**config.mk**
```make
export PLATFORM = sky130hd
export DESIGN_NAME = ps2_rx_fifo
export DESIGN_NICKNAME = d
export VERILOG_FILES = /design/src/rtl/ps2_pkg.sv /design/src/rtl/ps2_sync_fifo.sv /design/src/rtl/ps2_rx_fifo.sv
export SDC_FILE = /design/constraint.sdc
export NUM_CORES = 1
export LEC_CHECK = 0
export ABC_AREA = 1
export BUFFER_PORTS_ARGS = -buffer_cell sky130_fd_sc_hd__buf_4
export CORE_ASPECT_RATIO = 0.5
export CORE_MARGIN = 1
export CORE_UTILIZATION = 39
export CTS_CLUSTER_SIZE = 40
export DETAILED_ROUTE_END_ITERATION = 6
export PLACE_DENSITY = 0.52
export SYNTH_ARGS = -nofsm -noshare
export SYNTH_HDL_FRONTEND = slang
export SYNTH_SLANG_ARGS = --single-unit
```
**constraint.sdc**
```tcl
create_clock -name clk -period 6.7 [get_ports clk]
set_input_delay 1.34 -clock clk [delete_from_list [all_inputs] [get_ports clk]]
set_output_delay 1.34 -clock clk [all_outputs]
set_load 0.01 [all_outputs]
```
**src/rtl/ps2_pkg.sv**
```systemverilog
// Shared PS/2 definitions: FSM state encoding, frame width and default timing
// constants, used by the receiver and the future host-to-device transmitter.
package ps2_pkg;

    typedef enum logic [1:0] {
        ST_IDLE   = 2'd0,
        ST_DATA   = 2'd1,
        ST_PARITY = 2'd2,
        ST_STOP   = 2'd3
    } ps2_state_t;

    localparam int PS2_DATA_BITS     = 8;
    localparam int PS2_TIMEOUT_TICKS = 12500;
    localparam int PS2_FILT_LEN      = 8;

    // PS/2 uses odd parity: data bits plus parity bit must XOR to 1.
    function automatic logic odd_parity_ok(input logic [PS2_DATA_BITS-1:0] d, input logic p);
        return ^{d, p};
    endfunction

endpackage

```
**src/rtl/ps2_sync_fifo.sv**
```systemverilog
// First-word-fall-through FIFO. The head byte is held in a register that is
// reloaded from the array (or forwarded from a write into an empty slot).
module ps2_sync_fifo #(
    parameter int WIDTH = 8,
    parameter int DEPTH = 4
) (
    input  logic             clk,
    input  logic             rst,
    input  logic             wr_en,
    input  logic [WIDTH-1:0] wr_data,
    input  logic             rd_en,
    output logic [WIDTH-1:0] rd_data,
    output logic             valid,
    output logic             full
);

    localparam int AW = $clog2(DEPTH);

    logic [WIDTH-1:0] mem [DEPTH];
    logic [AW-1:0]    wr_ptr_reg, rd_ptr_reg, rd_ptr_next;
    logic [AW:0]      count_reg, count_next;
    logic [WIDTH-1:0] rd_data_reg;
    logic             rd_fire, wr_fire;

    assign valid   = (count_reg != '0);
    assign full    = (count_reg == (AW+1)'(DEPTH));
    assign rd_data = rd_data_reg;

    // A simultaneous pop frees a slot, so a push into a full FIFO still lands.
    assign rd_fire = rd_en && valid;
    assign wr_fire = wr_en && (!full || rd_fire);

    always_comb begin
        rd_ptr_next = rd_ptr_reg + AW'(rd_fire);
        count_next  = count_reg;
        if (wr_fire && !rd_fire) begin
            count_next = count_reg + (AW+1)'(1);
        end else if (!wr_fire && rd_fire) begin
            count_next = count_reg - (AW+1)'(1);
        end
    end

    always_ff @(posedge clk) begin
        if (wr_fire) begin
            mem[wr_ptr_reg] <= wr_data;
        end
    end

    always_ff @(posedge clk) begin
        if (rst) begin
            wr_ptr_reg  <= '0;
            rd_ptr_reg  <= '0;
            count_reg   <= '0;
            rd_data_reg <= '0;
        end else begin
            wr_ptr_reg <= wr_ptr_reg + AW'(wr_fire);
            rd_ptr_reg <= rd_ptr_next;
            count_reg  <= count_next;
            // The new head is the entry being written this cycle when it lands at the read slot.
            if (count_next == '0) begin
                rd_data_reg <= '0;
            end else if (wr_fire && (wr_ptr_reg == rd_ptr_next)) begin
                rd_data_reg <= wr_data;
            end else begin
                rd_data_reg <= mem[rd_ptr_next];
            end
        end
    end

endmodule

```
**src/rtl/ps2_rx_fifo.sv**
```systemverilog
// PS/2 device-to-host receiver with glitch filter, frame checks, timeout and FWFT FIFO.
// Define PS2_RX_PARITY_EN to enable the odd-parity check; otherwise parity is consumed and ignored.
module ps2_rx_fifo
    import ps2_pkg::*;
#(
    parameter int FILT_LEN      = PS2_FILT_LEN,
    parameter int TIMEOUT_TICKS = PS2_TIMEOUT_TICKS,
    parameter int FIFO_DEPTH    = 4
) (
    input  logic       clk,
    input  logic       rst,
    input  logic       ps2_clk,
    input  logic       ps2_data,
    input  logic       rd_en,
    output logic [7:0] data,
    output logic       valid,
    output logic       full,
    output logic       overflow,
    output logic       frame_err,
    output logic       parity_err,
    output logic       timeout
);

    localparam int FCW = $clog2(FILT_LEN + 1);
    localparam int TCW = $clog2(TIMEOUT_TICKS);
    localparam int BCW = $clog2(PS2_DATA_BITS);
    localparam logic [FCW-1:0] FILT_LAST = FCW'(FILT_LEN - 1);
    localparam logic [TCW-1:0] TO_LAST   = TCW'(TIMEOUT_TICKS - 1);
    localparam logic [BCW-1:0] BIT_LAST  = BCW'(PS2_DATA_BITS - 1);

    logic [1:0]               clk_sync_reg, data_sync_reg;
    logic                     clk_s, data_s;
    logic                     filt_reg;
    logic [FCW-1:0]           filt_cnt_reg;
    logic                     flip, fall;
    ps2_state_t               state_reg, state_next;
    logic [BCW-1:0]           bit_cnt_reg;
    logic [PS2_DATA_BITS-1:0] sr_reg;
    logic [TCW-1:0]           to_cnt_reg;
    logic                     to_expire, parity_bad, push;
    logic                     frame_err_next, parity_err_next, overflow_next;
    logic                     frame_err_reg, parity_err_reg, overflow_reg, timeout_reg;

    // Idle PS/2 lines are pulled high, so the synchronisers reset to 1.
    always_ff @(posedge clk) begin
        if (rst) begin
            clk_sync_reg  <= 2'b11;
            data_sync_reg <= 2'b11;
        end else begin
            clk_sync_reg  <= {clk_sync_reg[0], ps2_clk};
            data_sync_reg <= {data_sync_reg[0], ps2_data};
        end
    end

    assign clk_s  = clk_sync_reg[1];
    assign data_s = data_sync_reg[1];

    assign flip = (clk_s != filt_reg) && (filt_cnt_reg == FILT_LAST);
    assign fall = flip && filt_reg;

    always_ff @(posedge clk) begin
        if (rst) begin
            filt_reg     <= 1'b1;
            filt_cnt_reg <= '0;
        end else if (clk_s == filt_reg) begin
            filt_cnt_reg <= '0;
        end else if (flip) begin
            filt_reg     <= clk_s;
            filt_cnt_reg <= '0;
        end else begin
            filt_cnt_reg <= filt_cnt_reg + FCW'(1);
        end
    end

    assign to_expire = (state_reg != ST_IDLE) && !fall && (to_cnt_reg == TO_LAST);

    always_ff @(posedge clk) begin
        if (rst) begin
            state_reg <= ST_IDLE;
        end else begin
            state_reg <= state_next;
        end
    end

    always_comb begin
        state_next = state_reg;
        if (to_expire) begin
            state_next = ST_IDLE;
        end else if (fall) begin
            case (state_reg)
                ST_IDLE:   if (!data_s) state_next = ST_DATA;
                ST_DATA:   if (bit_cnt_reg == BIT_LAST) state_next = ST_PARITY;
                ST_PARITY: state_next = ST_STOP;
                default:   state_next = ST_IDLE;
            endcase
        end
    end

`ifdef PS2_RX_PARITY_EN
    logic parity_reg;

    always_ff @(posedge clk) begin
        if (rst) begin
            parity_reg <= 1'b0;
        end else if (fall && (state_reg == ST_PARITY)) begin
            parity_reg <= data_s;
        end
    end

    assign parity_bad = !odd_parity_ok(sr_reg, parity_reg);
`else
    assign parity_bad = 1'b0;
`endif

    // Stop-bit evaluation: bad stop wins over bad parity; only clean frames are pushed.
    always_comb begin
        frame_err_next  = 1'b0;
        parity_err_next = 1'b0;
        push            = 1'b0;
        if (fall && (state_reg == ST_IDLE) && data_s) begin
            frame_err_next = 1'b1;
        end else if (fall && (state_reg == ST_STOP)) begin
            if (!data_s) begin
                frame_err_next = 1'b1;
            end else if (parity_bad) begin
                parity_err_next = 1'b1;
            end else begin
                push = 1'b1;
            end
        end
        overflow_next = push && full && !(rd_en && valid);
    end

    always_ff @(posedge clk) begin
        if (rst) begin
            bit_cnt_reg    <= '0;
            sr_reg         <= '0;
            to_cnt_reg     <= '0;
            frame_err_reg  <= 1'b0;
            parity_err_reg <= 1'b0;
            overflow_reg   <= 1'b0;
            timeout_reg    <= 1'b0;
        end else begin
            frame_err_reg  <= frame_err_next;
            parity_err_reg <= parity_err_next;
            overflow_reg   <= overflow_next;
            timeout_reg    <= to_expire;
            if ((state_reg == ST_IDLE) || fall || to_expire) begin
                to_cnt_reg <= '0;
            end else begin
                to_cnt_reg <= to_cnt_reg + TCW'(1);
            end
            if (fall && (state_reg == ST_IDLE)) begin
                bit_cnt_reg <= '0;
            end else if (fall && (state_reg == ST_DATA)) begin
                sr_reg      <= {data_s, sr_reg[PS2_DATA_BITS-1:1]};
                bit_cnt_reg <= bit_cnt_reg + BCW'(1);
            end
        end
    end

    assign frame_err  = frame_err_reg;
    assign overflow   = overflow_reg;
    assign timeout    = timeout_reg;
`ifdef PS2_RX_PARITY_EN
    assign parity_err = parity_err_reg;
`else
    assign parity_err = 1'b0;
`endif

    ps2_sync_fifo #(
        .WIDTH (PS2_DATA_BITS),
        .DEPTH (FIFO_DEPTH)
    ) u_fifo (
        .clk     (clk),
        .rst     (rst),
        .wr_en   (push),
        .wr_data (sr_reg),
        .rd_en   (rd_en),
        .rd_data (data),
        .valid   (valid),
        .full    (full)
    );

endmodule

```
; After elaboration in Yosys (flattened, before gate mapping)
; Memory sizes are Yosys's and may differ from the RTL's. A register that Yosys moved wholly into a read port is not among the register bits.
; Index checks and enable logic that the tools add are counted.
[totals]
inputBits = 5
out_inout_bits = 14
ramBits = 32
n_memories = 1
reg_bits = 46
[memory_table]
columns = name, depth, word_bits, rd, rd_clocked_by_memory_dff, write_ports, line
row1 = u_fifo.mem, 4, 8, 1, 1, 1, ps2_sync_fifo.sv:19  ; logic [WIDTH-1:0] mem [DEPTH];
[classes]
eq_ne = 11
reduce_logical = 33
mux = 13
addsub = 7
bitwise_logic = 2
[op_table]
columns = cell, count
row1 = 14-bit by 1-bit adder with 14-bit output (second input constant), 1
row2 = 14-bit equality test (second input constant), 1
row3 = 1-bit logical AND, 14
row4 = 1-bit two-way mux, 8
row5 = 2-bit OR reduction, 4
row6 = 3-bit by 1-bit adder with 3-bit output (second input constant), 2
row7 = 3-bit equality test (second input constant), 2
row8 = 3-bit two-way mux, 2
row9 = 2-bit one-hot mux with 3 select lines, 1
row10 = 2-bit by 1-bit adder with 2-bit output, 2
row11 = 4-bit by 1-bit adder with 4-bit output (second input constant), 1
row12 = 2-bit equality test (second input constant), 2
row13 = 4-bit by 3-bit equality test with 1-bit output (second input constant), 1
row14 = 1-bit logical NOT, 4
row15 = 2-bit two-way mux, 2
row16 = 2-bit inequality test (second input constant), 2
row17 = 2-bit AND reduction, 2
row18 = 3-bit logical NOT, 1
row19 = 1-bit logical OR, 3
row20 = 3-bit AND reduction, 1
row21 = 3-bit nonzero test, 1
row22 = 3-bit OR reduction, 1
row23 = 3-bit by 1-bit subtractor with 3-bit output (second input constant), 1
row24 = 2-bit by 1-bit equality test with 1-bit output (second input constant), 1
row25 = other kinds (5), 6

; Logic depth before layout (Yosys ltp)
; Gate-level depths: netlist of run 1.
[depth]
depth_word = 13
depth_mapped = 15
depth_no_buf = 14

; Hierarchy
; From an unflattened synthesis of run 1, not the netlist that was laid out.
[hier_totals]
hier_cells = 466
hier_area_um2 = 3881.2
[modules_own_cells]
columns = mod, cells_per_inst, n_inst, area_each_um2, seq_area_each_um2
row1 = ps2_sync_fifo, 218, 1, 2050.7, 1261.2
row2 = ps2_rx_fifo, 248, 1, 1830.5, 780.7

; Worst setup path after synthesis of run 1
; No wires, ideal clock.
[synth_timing]
path_kind = input-to-reg
startpoint = input rd_en
endpoint = register u_fifo.rd_data_reg[3], in the netlist u_fifo.rd_data[3] (read register of u_fifo.mem)
arrival_ns = 2.714
path_buffers = 1
stages = 11
setup_slack_ns = 3.870
path_cell_list = nand2_2 inv_2 ha_1 xnor2_2 or2_1 nand3_2 nor2_4 buf_6 nor2_1 a21oi_2 nor2_2
[synth_between]
elab_chain_cells = 9
[synth_rtl]
columns = item, line
row1 = "start, declared", ps2_rx_fifo.sv:14  ; input logic rd_en,
row2 = 1-bit logical AND (*), ps2_sync_fifo.sv:30  ; assign rd_fire = rd_en && valid;
row3 = 1-bit logical OR, ps2_sync_fifo.sv:31  ; assign wr_fire = wr_en && (!full || rd_fire);
row4 = 1-bit logical AND, ps2_sync_fifo.sv:31
row5 = 1-bit logical NOT, ps2_sync_fifo.sv:38  ; end else if (!wr_fire && rd_fire) begin
row6 = 1-bit logical AND, ps2_sync_fifo.sv:38
row7 = 3-bit two-way mux, ps2_sync_fifo.sv:38
row8 = 3-bit two-way mux, ps2_sync_fifo.sv:36  ; if (wr_fire && !rd_fire) begin
row9 = 3-bit logical NOT, ps2_sync_fifo.sv:60  ; if (count_next == '0) begin
row10 = 2-bit OR reduction (no line), -
row11 = "end, declared", ps2_sync_fifo.sv:22  ; logic [WIDTH-1:0] rd_data_reg;
; Every way passes the cells marked *; elsewhere a longest branch is shown, timed or not.
; A chain may end at the register's enable or synchronous reset.

; Worst setup path after layout of run 1
[layout_timing]
startpoint = input rd_en
endpoint = register u_fifo.rd_data_reg[1], in the netlist u_fifo.rd_data[1] (read register of u_fifo.mem)
[layout_lines]
columns = item, line
row1 = 1-bit logical AND, ps2_sync_fifo.sv:30
row2 = 2-bit by 1-bit adder with 2-bit output, ps2_sync_fifo.sv:34  ; rd_ptr_next = rd_ptr_reg + AW'(rd_fire);
row3 = via u_fifo.rd_ptr_next[0], ps2_sync_fifo.sv:20  ; logic [AW-1:0] wr_ptr_reg, rd_ptr_reg, rd_ptr_next;
; The timed path passes the listed nets, and every way through them passes these cells.

==> flow_summary.toml, run 1 <==
[logic_synthesis]
synthTopCellsByArea = "dfxtp_1 (29%), edfxtp_1 (26%), nand2_1 (7.3%), ha_1 (4.4%), nor2_1 (3.9%)"
synthCells = 391
synth-simple-area-share_pct = 23.2
yosys-mux-area-fraction_pct = 0
synth_top_flop_cell = "dfxtp_1"
synth_compound_area_share_pct = 8.44
synth_top_family_by_area = "simple AND/OR/NAND/NOR gates"
synthDistinctLibCells = 43
synth-edff-count = 32
ys_warn_count = 0
ys_seq_area_share_pct = 55.3
syn_area_mm2 = 0.00369
yosysTopAreaCell = "dfxtp_1"
synthXorXnorAreaFrac_pct = 2.58
synthArstFlopShare_pct = 0
synthesis.nets = 409
ys_ff_latch = 86
synthAdderAreaFrac_pct = 4.41
synth_common_cells = "nand2_1 (72), dfxtp_1 (54), nor2_1 (38)"
avgSynthCellArea_um2 = 9.44
synth_top_area_share_pct = 29.3
yosysMostFrequentCell = "nand2_1"

[final_layout]
area_delta_synth_final_pct = 14.7
n_antenna_cell = 0
fin_area_mm2 = 0.00424
drive_above_1_share_pct = 17.6
num-nets-final = 427
num-fill-cells = 855
largest_register_ffs = 32

[routing]
route.detailed.drc = 0
vias = 2541
ant_nets = 0
viasPerCell = 4.79
detail_route.first_pass.iterations = 5
routedWlPerCell_um = 12.7
drt_iter0_markers = 105
wl_um = 6720

[floorplanning]
initial_utilization_pct = 41.3
coreArea_mm2 = 0.00895
die-area_mm2 = 0.00988
die_w_um = 140
fp.dieH_um = 70.8
num_rows = 24
io-pin-count = 19

[setup_path]
cp-end-kind = "flop"
cp.arrival_ns = 3.67
r2r_slack_ns = 3.70
r2r-end = "u_fifo.rd_data[1]$_SDFF_PP0_"
reg2regPathDepth = 13
path_class = "input port to flop"
critPathMaxFanout = 18
reg2reg_from = "u_fifo.count_reg[0]$_SDFF_PP0_"
cp.required_ns = 6.94
cp-start-kind = "input port"

[clocking]
clock_latency_ns = 0.34
numCtsBuffers = 9
ctsHoldBuffers = 0
ctsResizeCount = 0
cts_tree = "built"
cts_root_buf = "clkbuf_16"
clk_pin_slew_ns = 0.06
cts_sinks = 86
postCtsSetupRepairBufs = 0
h-tree-depth = 3
cts_buffer_depth = 2

[hold_path]
holdCritPathClass = "flop to flop"
hold_path_depth = 1
min_to = "data_sync_reg[1]$_SDFF_PP1_"
worstHoldStart = "data_sync_reg[0]$_SDFF_PP1_"

[power]
irDropWorstVdd_mv = 0.134
p_per_area_mw_per_mm2 = 341
power_leakage_nw = 1.76

[timing]
worst_pin_slew_ns = 0.841
period_share_pct = 51.2
max_freq_mhz = 292
setup_tns_ns = 0
final_max_slew_viol_count = 0
finalClockSkew_ns = 0.00866
setup_viol = 0
rsz0062_at_grt = "false"
fin_crit_ns = 3.43
max_slew_margin_pct = 43.6
final-hold-violation-count = 0

[run]
max-cap-violations = 0

[outcome]
status = "completed"

[placement]
io_buffers = 17
gp_congestion = 0.828
placed_cell_area_mm2 = 0.00391
hpwlAfterDp_um = 4570

[grt]
grt-ovfl-total = 0
track_usage_pct = 15.4
grt_first_pass_wirelength_um = 11700
antenna_found_initial = 0
grt_pass1_vias = 2527
grt_max_degree = 20
## kinds of logic after synthesis
logic type,after synthesis
DFF,86
and+or+nand+nor,174
adders and majority gates,13
other,1
buffers and inverters,54
xor gates and xnor gates,10
AOI/OAI and AO/OA,53
## metal layers
layer	global-route usage [%]	part of all wire, %	vias up
met1	18.6	49	1175
met4	4.76	1.0	0
met2	25.8	45	46
met5	0	0	-
met3	5.96	5.0	8
li1	-	-	1312
## worst max path at each step
stage / startpoint / end / slack, ns / cells after the start
2_1_floorplan: rd_en / u_fifo.rd_data[3]$_SDFF_PP0_ / 3.87 / 11
3_3_place_gp: rd_en / u_fifo.rd_data[2]$_SDFF_PP0_ / 3.04 / 11
3_5_place_dp: rd_en / u_fifo.rd_data[1]$_SDFF_PP0_ / 2.86 / 11
4_1_cts: rd_en / u_fifo.rd_data[1]$_SDFF_PP0_ / 3.23 / 11
5_1_grt: rd_en / u_fifo.rd_data[4]$_SDFF_PP0_ / 2.96 / 11
6_report: rd_en / u_fifo.rd_data[1]$_SDFF_PP0_ / 3.27 / 11
## power breakdown
| group | switching [W] | internal [W] |
|---|---|---|
| sequential | 0.0000124 | 0.000558 |
| clock | 0.000201 | 0.000337 |
| combinational | 0.000222 | 0.000112 |
| total | 0.000435 | 0.00101 |
## critical path: stages
cell      delay, ns
buf_4          0.11
nand2_2        0.09
inv_2          0.07
ha_1           0.70
clkinv_1       0.61
nand2_1        0.19
nand3_1        0.09
o21ai_0        0.14
nor2_1         0.07
a21oi_1        0.19
nor2_2         0.06
## layout by cell type (no fill, tap or decap), types with 6 or more instances in the layout
master	count
buf_4	17
ha_1	13
o21ai_0	17
edfxtp_1	32
or2_2	6
clkbuf_16	9
nor2_1	38
nor2_2	8
dfxtp_1	54
nor3_1	7
a21oi_1	23
nand2_1	72
inv_1	37
nand2_2	6
nand3_1	20
## final cells by class
cell class	count	area, µm²	share of cell area [%]
tap	117	146	3.46
clock inverter	5	81.3	1.92
sequential	86	2040	48.2
multi-input combinational	251	1430	33.8
timing repair buffer	17	128	3.01
clock buffer	11	243	5.73
inverter	44	165	3.90
## per-stage QoR
stage / hold WS (ns) / worst slack, ns / cells / utilization [%] / total power [W]
2_1_floorplan: 0.389 / 3.87 / 391 / - / 0.000841
3_3_place_gp: 0.395 / 3.04 / 515 / 43.7 / 0.000914
3_5_place_dp: 0.401 / 2.86 / 515 / 43.7 / 0.000920
4_1_cts: 0.416 / 3.23 / 531 / 47.3 / 0.00146
5_1_grt: 0.428 / 2.96 / 531 / 47.3 / 0.00153
6_report: 0.410 / 3.27 / 531 / 47.3 / 0.00144
(Power assumes the default switching activity.)
==> inputs of run 2 (changes only) <==
--- a/config.mk
+++ b/config.mk
@@ -12,7 +12,7 @@
 export CORE_UTILIZATION = 39
 export CTS_CLUSTER_SIZE = 40
 export DETAILED_ROUTE_END_ITERATION = 6
-export PLACE_DENSITY = 0.52
+export PLACE_DENSITY = 0.54
 export SYNTH_ARGS = -nofsm -noshare
 export SYNTH_HDL_FRONTEND = slang
 export SYNTH_SLANG_ARGS = --single-unit
==> constraint.sdc (replaced) <==
create_clock -name clk -period 3 [get_ports clk]
set_input_delay 0.6 -clock clk [delete_from_list [all_inputs] [get_ports clk]]
set_output_delay 0.6 -clock clk [all_outputs]
set_load 0.01 [all_outputs]
==> run 2 against run 1 <==
Effect of this change: clock-buffer cell count decreased by 1; wire length rose by 2.8%; via count increased by 0.83%; sequential share of layout area decreased by 0.67 points; non-clock buffer count rose by 8; flip-flop and latch count unchanged; combinational power grew 140%; utilization rose by 0.67 points; clock power up 120%.
==> flow_summary.toml, run 2 (synthesized netlist as in run 1, its figures left out) <==
[final_layout]
num-nets-final = 435
largest_register_ffs = 32
layout_commonest_cell = "nand2_1"
n_antenna_cell = 0
layout_common_cells = "nand2_1 (72), dfxtp_1 (54), nor2_1 (38)"
drive_above_1_share_pct = 19.4
area_delta_synth_final_pct = 16.4
fin_area_mm2 = 0.00430

[setup_path]
critPathMaxFanout = 17
cp.required_ns = 3.23
cp-start-kind = "flop"
r2r_slack_ns = 0.70
path_class = "flop to flop"
cp-end-kind = "flop"
cp.arrival_ns = 2.53

[floorplanning]
coreArea_mm2 = 0.00895
fp.dieH_um = 70.8
num_rows = 24
die-area_mm2 = 0.00988
io-pin-count = 19
initial_utilization_pct = 41.3
die_w_um = 140

[clocking]
postCtsSetupRepairBufs = 0
numCtsBuffers = 9
cts_sinks = 86
cts_tree = "built"
ctsResizeCount = 0
cts_buffer_depth = 2
clk_pin_slew_ns = 0.07
clock_latency_ns = 0.34
h-tree-depth = 3
cts_root_buf = "clkbuf_16"
ctsHoldBuffers = 0

[power]
irDropWorstVdd_mv = 0.329
power_w = 0.00326
power_leakage_nw = 1.80
p_per_area_mw_per_mm2 = 759

[outcome]
status = "completed"

[timing]
rsz0062_at_grt = "false"
finalClockSkew_ns = 0.00963
setup_viol = 0
fin_crit_ns = 2.30
worst_pin_slew_ns = 0.517
max_freq_mhz = 436
final-hold-violation-count = 0
setup_tns_ns = 0
final_max_slew_viol_count = 0
max_slew_margin_pct = 65.4
period_share_pct = 76.5

[routing]
route.detailed.drc = 0
detail_route.first_pass.iterations = 4
viasPerCell = 4.75
vias = 2562
drt_iter0_markers = 177
routedWlPerCell_um = 12.8
ant_nets = 0
wl_um = 6910

[placement]
io_buffers = 17
gp_congestion = 0.788
hpwlAfterDp_um = 4990
placed_cell_area_mm2 = 0.00397

[run]
max-cap-violations = 0

[grt]
grt_first_pass_wirelength_um = 11800
grt-ovfl-total = 0
track_usage_pct = 15.5
antenna_found_initial = 0
grt_pass1_vias = 2450
grt_max_degree = 18

[hold_path]
holdCritPathClass = "flop to flop"
run 2: layout make-up:
class / instances / area [µm²]
Clock buffer: 10 / 250
Clock inverter: 6 / 73.8
Fill cell: 856 / 4650
Inverter: 44 / 165
Multi-Input combinational cell: 251 / 1430
Sequential cell: 86 / 2040
Tap cell: 117 / 146
Timing Repair Buffer: 25 / 188
run 2: routing by layer:
metal	vias to the layer above	GRT usage (%)	part of all wire, %
met5	-	0	0
met4	0	5.98	2.2
met3	14	4.33	3.9
met2	36	25.3	46
met1	1185	19.8	48
li1	1327	-	-
run 2: final timing paths:
kind	from	end	depth (start not counted)
hold reg to reg	data_sync_reg[0]$_SDFF_PP1_	data_sync_reg[1]$_SDFF_PP1_	1
setup reg to reg	u_fifo.count_reg[0]$_SDFF_PP0_	u_fifo.rd_data[5]$_SDFF_PP0_	14
hold / removal	data_sync_reg[0]$_SDFF_PP1_	data_sync_reg[1]$_SDFF_PP1_	1
setup / recovery	u_fifo.count_reg[0]$_SDFF_PP0_	u_fifo.rd_data[5]$_SDFF_PP0_	14
run 2: critical path: stages (launching register included):
cell and delay [ns]:
dfxtp_1 0.37, inv_1 0.09, ha_1 0.23, nand2_2 0.09
nand2_2 0.07, inv_2 0.10, ha_1 0.20, xnor2_2 0.09
buf_4 0.19, nand2_1 0.08, nand3_2 0.09, nor2_4 0.29
nor2_1 0.07, a21oi_1 0.17, nor2_2 0.06
run 2: power breakdown:
part	switching, W	internal, W	leakage (nW)
Sequential	0.0000296	0.00125	0.800
Clock	0.000470	0.000707	0.159
Combinational	0.000506	0.000301	0.841
run 2: through the flow:
stage               utilization (%)  std cells  setup slack (ns)  hold WS, ns
finish                         48.0        539             0.705        0.409
global route                   48.0        539             0.488        0.419
CTS                            48.0        539             0.698        0.412
detailed placement             44.4        523             0.681        0.397
global placement               44.4        523             0.729        0.393
floorplan                         -        391             0.847        0.389
==> inputs of run 3 (changes only) <==
==> constraint.sdc (replaced) <==
create_clock -name clk -period 2.05 [get_ports clk]
set_input_delay 0.41 -clock clk [delete_from_list [all_inputs] [get_ports clk]]
set_output_delay 0.41 -clock clk [all_outputs]
set_load 0.01 [all_outputs]
==> run 3 against run 2 <==
Effect of this change: clock-buffer cell count grew 1; flip-flop and latch count is the same; combinational power grew 60%; critical endpoint is now u_fifo.rd_data[0]$_SDFF_PP0_; design area increased by 4.7%; die area unchanged; largest power group unchanged; clock power is 44% higher; via count is 0.39% higher; total power increased by 50%; final cell count up 1.9%; highest routed layer unchanged.
==> flow_summary.toml, run 3 (synthesized netlist as in run 1, its figures left out) <==
[placement]
hpwlAfterDp_um = 4830
placed_cell_area_mm2 = 0.00404
gp_congestion = 0.826
io_buffers = 17
dpl_worst_slack_ns = -0.0116

[power]
combPwrFrac_pct = 26.5
seq_power_share_pct = 38.5
p_per_area_mw_per_mm2 = 1080
irDropWorstVdd_mv = 0.496
switching_power_w = 0.00152
pwr-share-clk_pct = 35.0
swShare_pct = 31.2
power_leakage_nw = 1.87
power.internal_w = 0.00336

[clocking]
clock_latency_ns = 0.34
cts_buffer_depth = 2
clk_pin_slew_ns = 0.06
cts_tree = "built"
cts_root_buf = "clkbuf_16"
ctsHoldBuffers = 0
cts_sinks = 86
numCtsBuffers = 9
h-tree-depth = 3

[setup_path]
cp.required_ns = 2.28
cp.arrival_ns = 2.19
critPathMaxFanout = 8
cp-start-kind = "flop"
path_class = "flop to flop"
cp-end-kind = "flop"

[grt]
grt_first_pass_wirelength_um = 11800
grt_max_degree = 18
grt-ovfl-total = 0
antenna_found_initial = 0
grt_pass1_vias = 2493
track_usage_pct = 15.8

[timing]
worst_slack_ns = 0.0909
finalClockSkew_ns = 0.00927
period_share_pct = 95.6
setup_viol = 0
fin_crit_ns = 1.96
setup_tns_ns = 0
max_freq_mhz = 510
final-hold-violation-count = 0
final_max_slew_viol_count = 0

[final_layout]
area_delta_synth_final_pct = 21.8
n_antenna_cell = 0
drive_above_1_share_pct = 24.1
register_area_mm2 = 0.00205
layout_commonest_cell = "nand2_1"
num-fill-cells = 832
fin_area_mm2 = 0.00450
largest_register_ffs = 32
num-nets-final = 445
utilization_pct = 50.3
multi_input_area_mm2 = 0.00151
layout_common_cells = "nand2_1 (71), dfxtp_1 (51), nor2_1 (38)"

[routing]
drt_iter0_markers = 97
wl_um = 7120
vias = 2572
ant_nets = 0
viasPerCell = 4.68
routedWlPerCell_um = 13.0
route.detailed.drc = 0
detail_route.first_pass.iterations = 5

[outcome]
status = "completed"

[floorplanning]
die_w_um = 140
coreArea_mm2 = 0.00895
num_rows = 24
io-pin-count = 19
fp.dieH_um = 70.8
initial_utilization_pct = 41.3
die-area_mm2 = 0.00988

[hold_path]
holdCritPathClass = "input port to flop"

[run]
max-cap-violations = 0
run 3: changes by cell type in the layout (fill, tap and decap cells not counted), sizes merged:
cell | before | now
clkbuf | 10 | 12
buf | 25 | 34
clkinv | 4 | 2
clkinvlp | 0 | 1
run 3: power by group through the flow:
stage | combinational, W | clock, W | sequential [W]
after floorplan | 0.000924 | 0 | 0.00191
after detailed placement | 0.00121 | 0 | 0.00191
after global routing | 0.00142 | 0.00183 | 0.00188
final | 0.00129 | 0.00170 | 0.00188
after global placement | 0.00119 | 0 | 0.00191
after CTS | 0.00121 | 0.00175 | 0.00187
run 3: layer usage:
layer  global-route usage [%]  vias to the layer above  share of wire [%]
li1                         -                     1343                  -
met1                     19.9                     1196                 48
met2                     25.0                       31                 48
met3                     5.75                        2                3.2
met4                     5.86                        0               0.38
met5                        0                        -                  0
run 3: area by class of cell:
class / count / area share (%)
sequential: 86 / 45.5
multi-input combinational: 251 / 33.5
timing repair buffer: 35 / 6.87
clock buffer: 11 / 5.62
inverter: 44 / 3.78
tap: 117 / 3.26
clock inverter: 5 / 1.42
run 3: worst paths after layout:
check / from / to / slack [ns] / cells past startpoint
min reg2reg: data_sync_reg[0]$_SDFF_PP1_ / data_sync_reg[1]$_SDFF_PP1_ / 0.42 / 1
max: u_fifo.count_reg[0]$_SDFF_PP0_ / u_fifo.rd_data[0]$_SDFF_PP0_ / 0.09 / 14
min: ps2_clk / clk_sync_reg[0]$_SDFF_PP1_ / 0.26 / 2
max reg2reg: u_fifo.count_reg[0]$_SDFF_PP0_ / u_fifo.rd_data[0]$_SDFF_PP0_ / 0.09 / 14
run 3: critical path, stage by stage (launching register included):
cell	delay, ns
dfxtp_4	0.35
inv_4	0.07
ha_4	0.13
nand2_2	0.06
nand2_4	0.07
inv_2	0.05
ha_4	0.17
xnor2_4	0.18
or2_1	0.13
nand3_2	0.09
nor2_4	0.16
buf_12	0.14
nor2_1	0.04
a21oi_1	0.15
nor2_2	0.05
run 3: what timing repair did:
| item | 4_1_cts | 5_1_grt |
|---|---|---|
| setup endpoints to repair | 16 | 32 |
| hold endpoints to repair | 0 | 0 |
| cloned | 0 | 1 |
| resized for setup | 1 | 13 |
| pin swaps | 1 | 9 |
| buffers inserted | 1 | 5 |
run 3: metrics by stage:
| step | std cells | total power [W] | hold WS [ns] |
|---|---|---|---|
| 2_1_floorplan | 391 | 0.00284 | 0.389 |
| 3_3_place_gp | 526 | 0.00309 | 0.398 |
| 3_5_place_dp | 526 | 0.00312 | 0.401 |
| 4_1_cts | 543 | 0.00483 | 0.250 |
| 5_1_grt | 549 | 0.00514 | 0.251 |
| 6_report | 549 | 0.00488 | 0.262 |
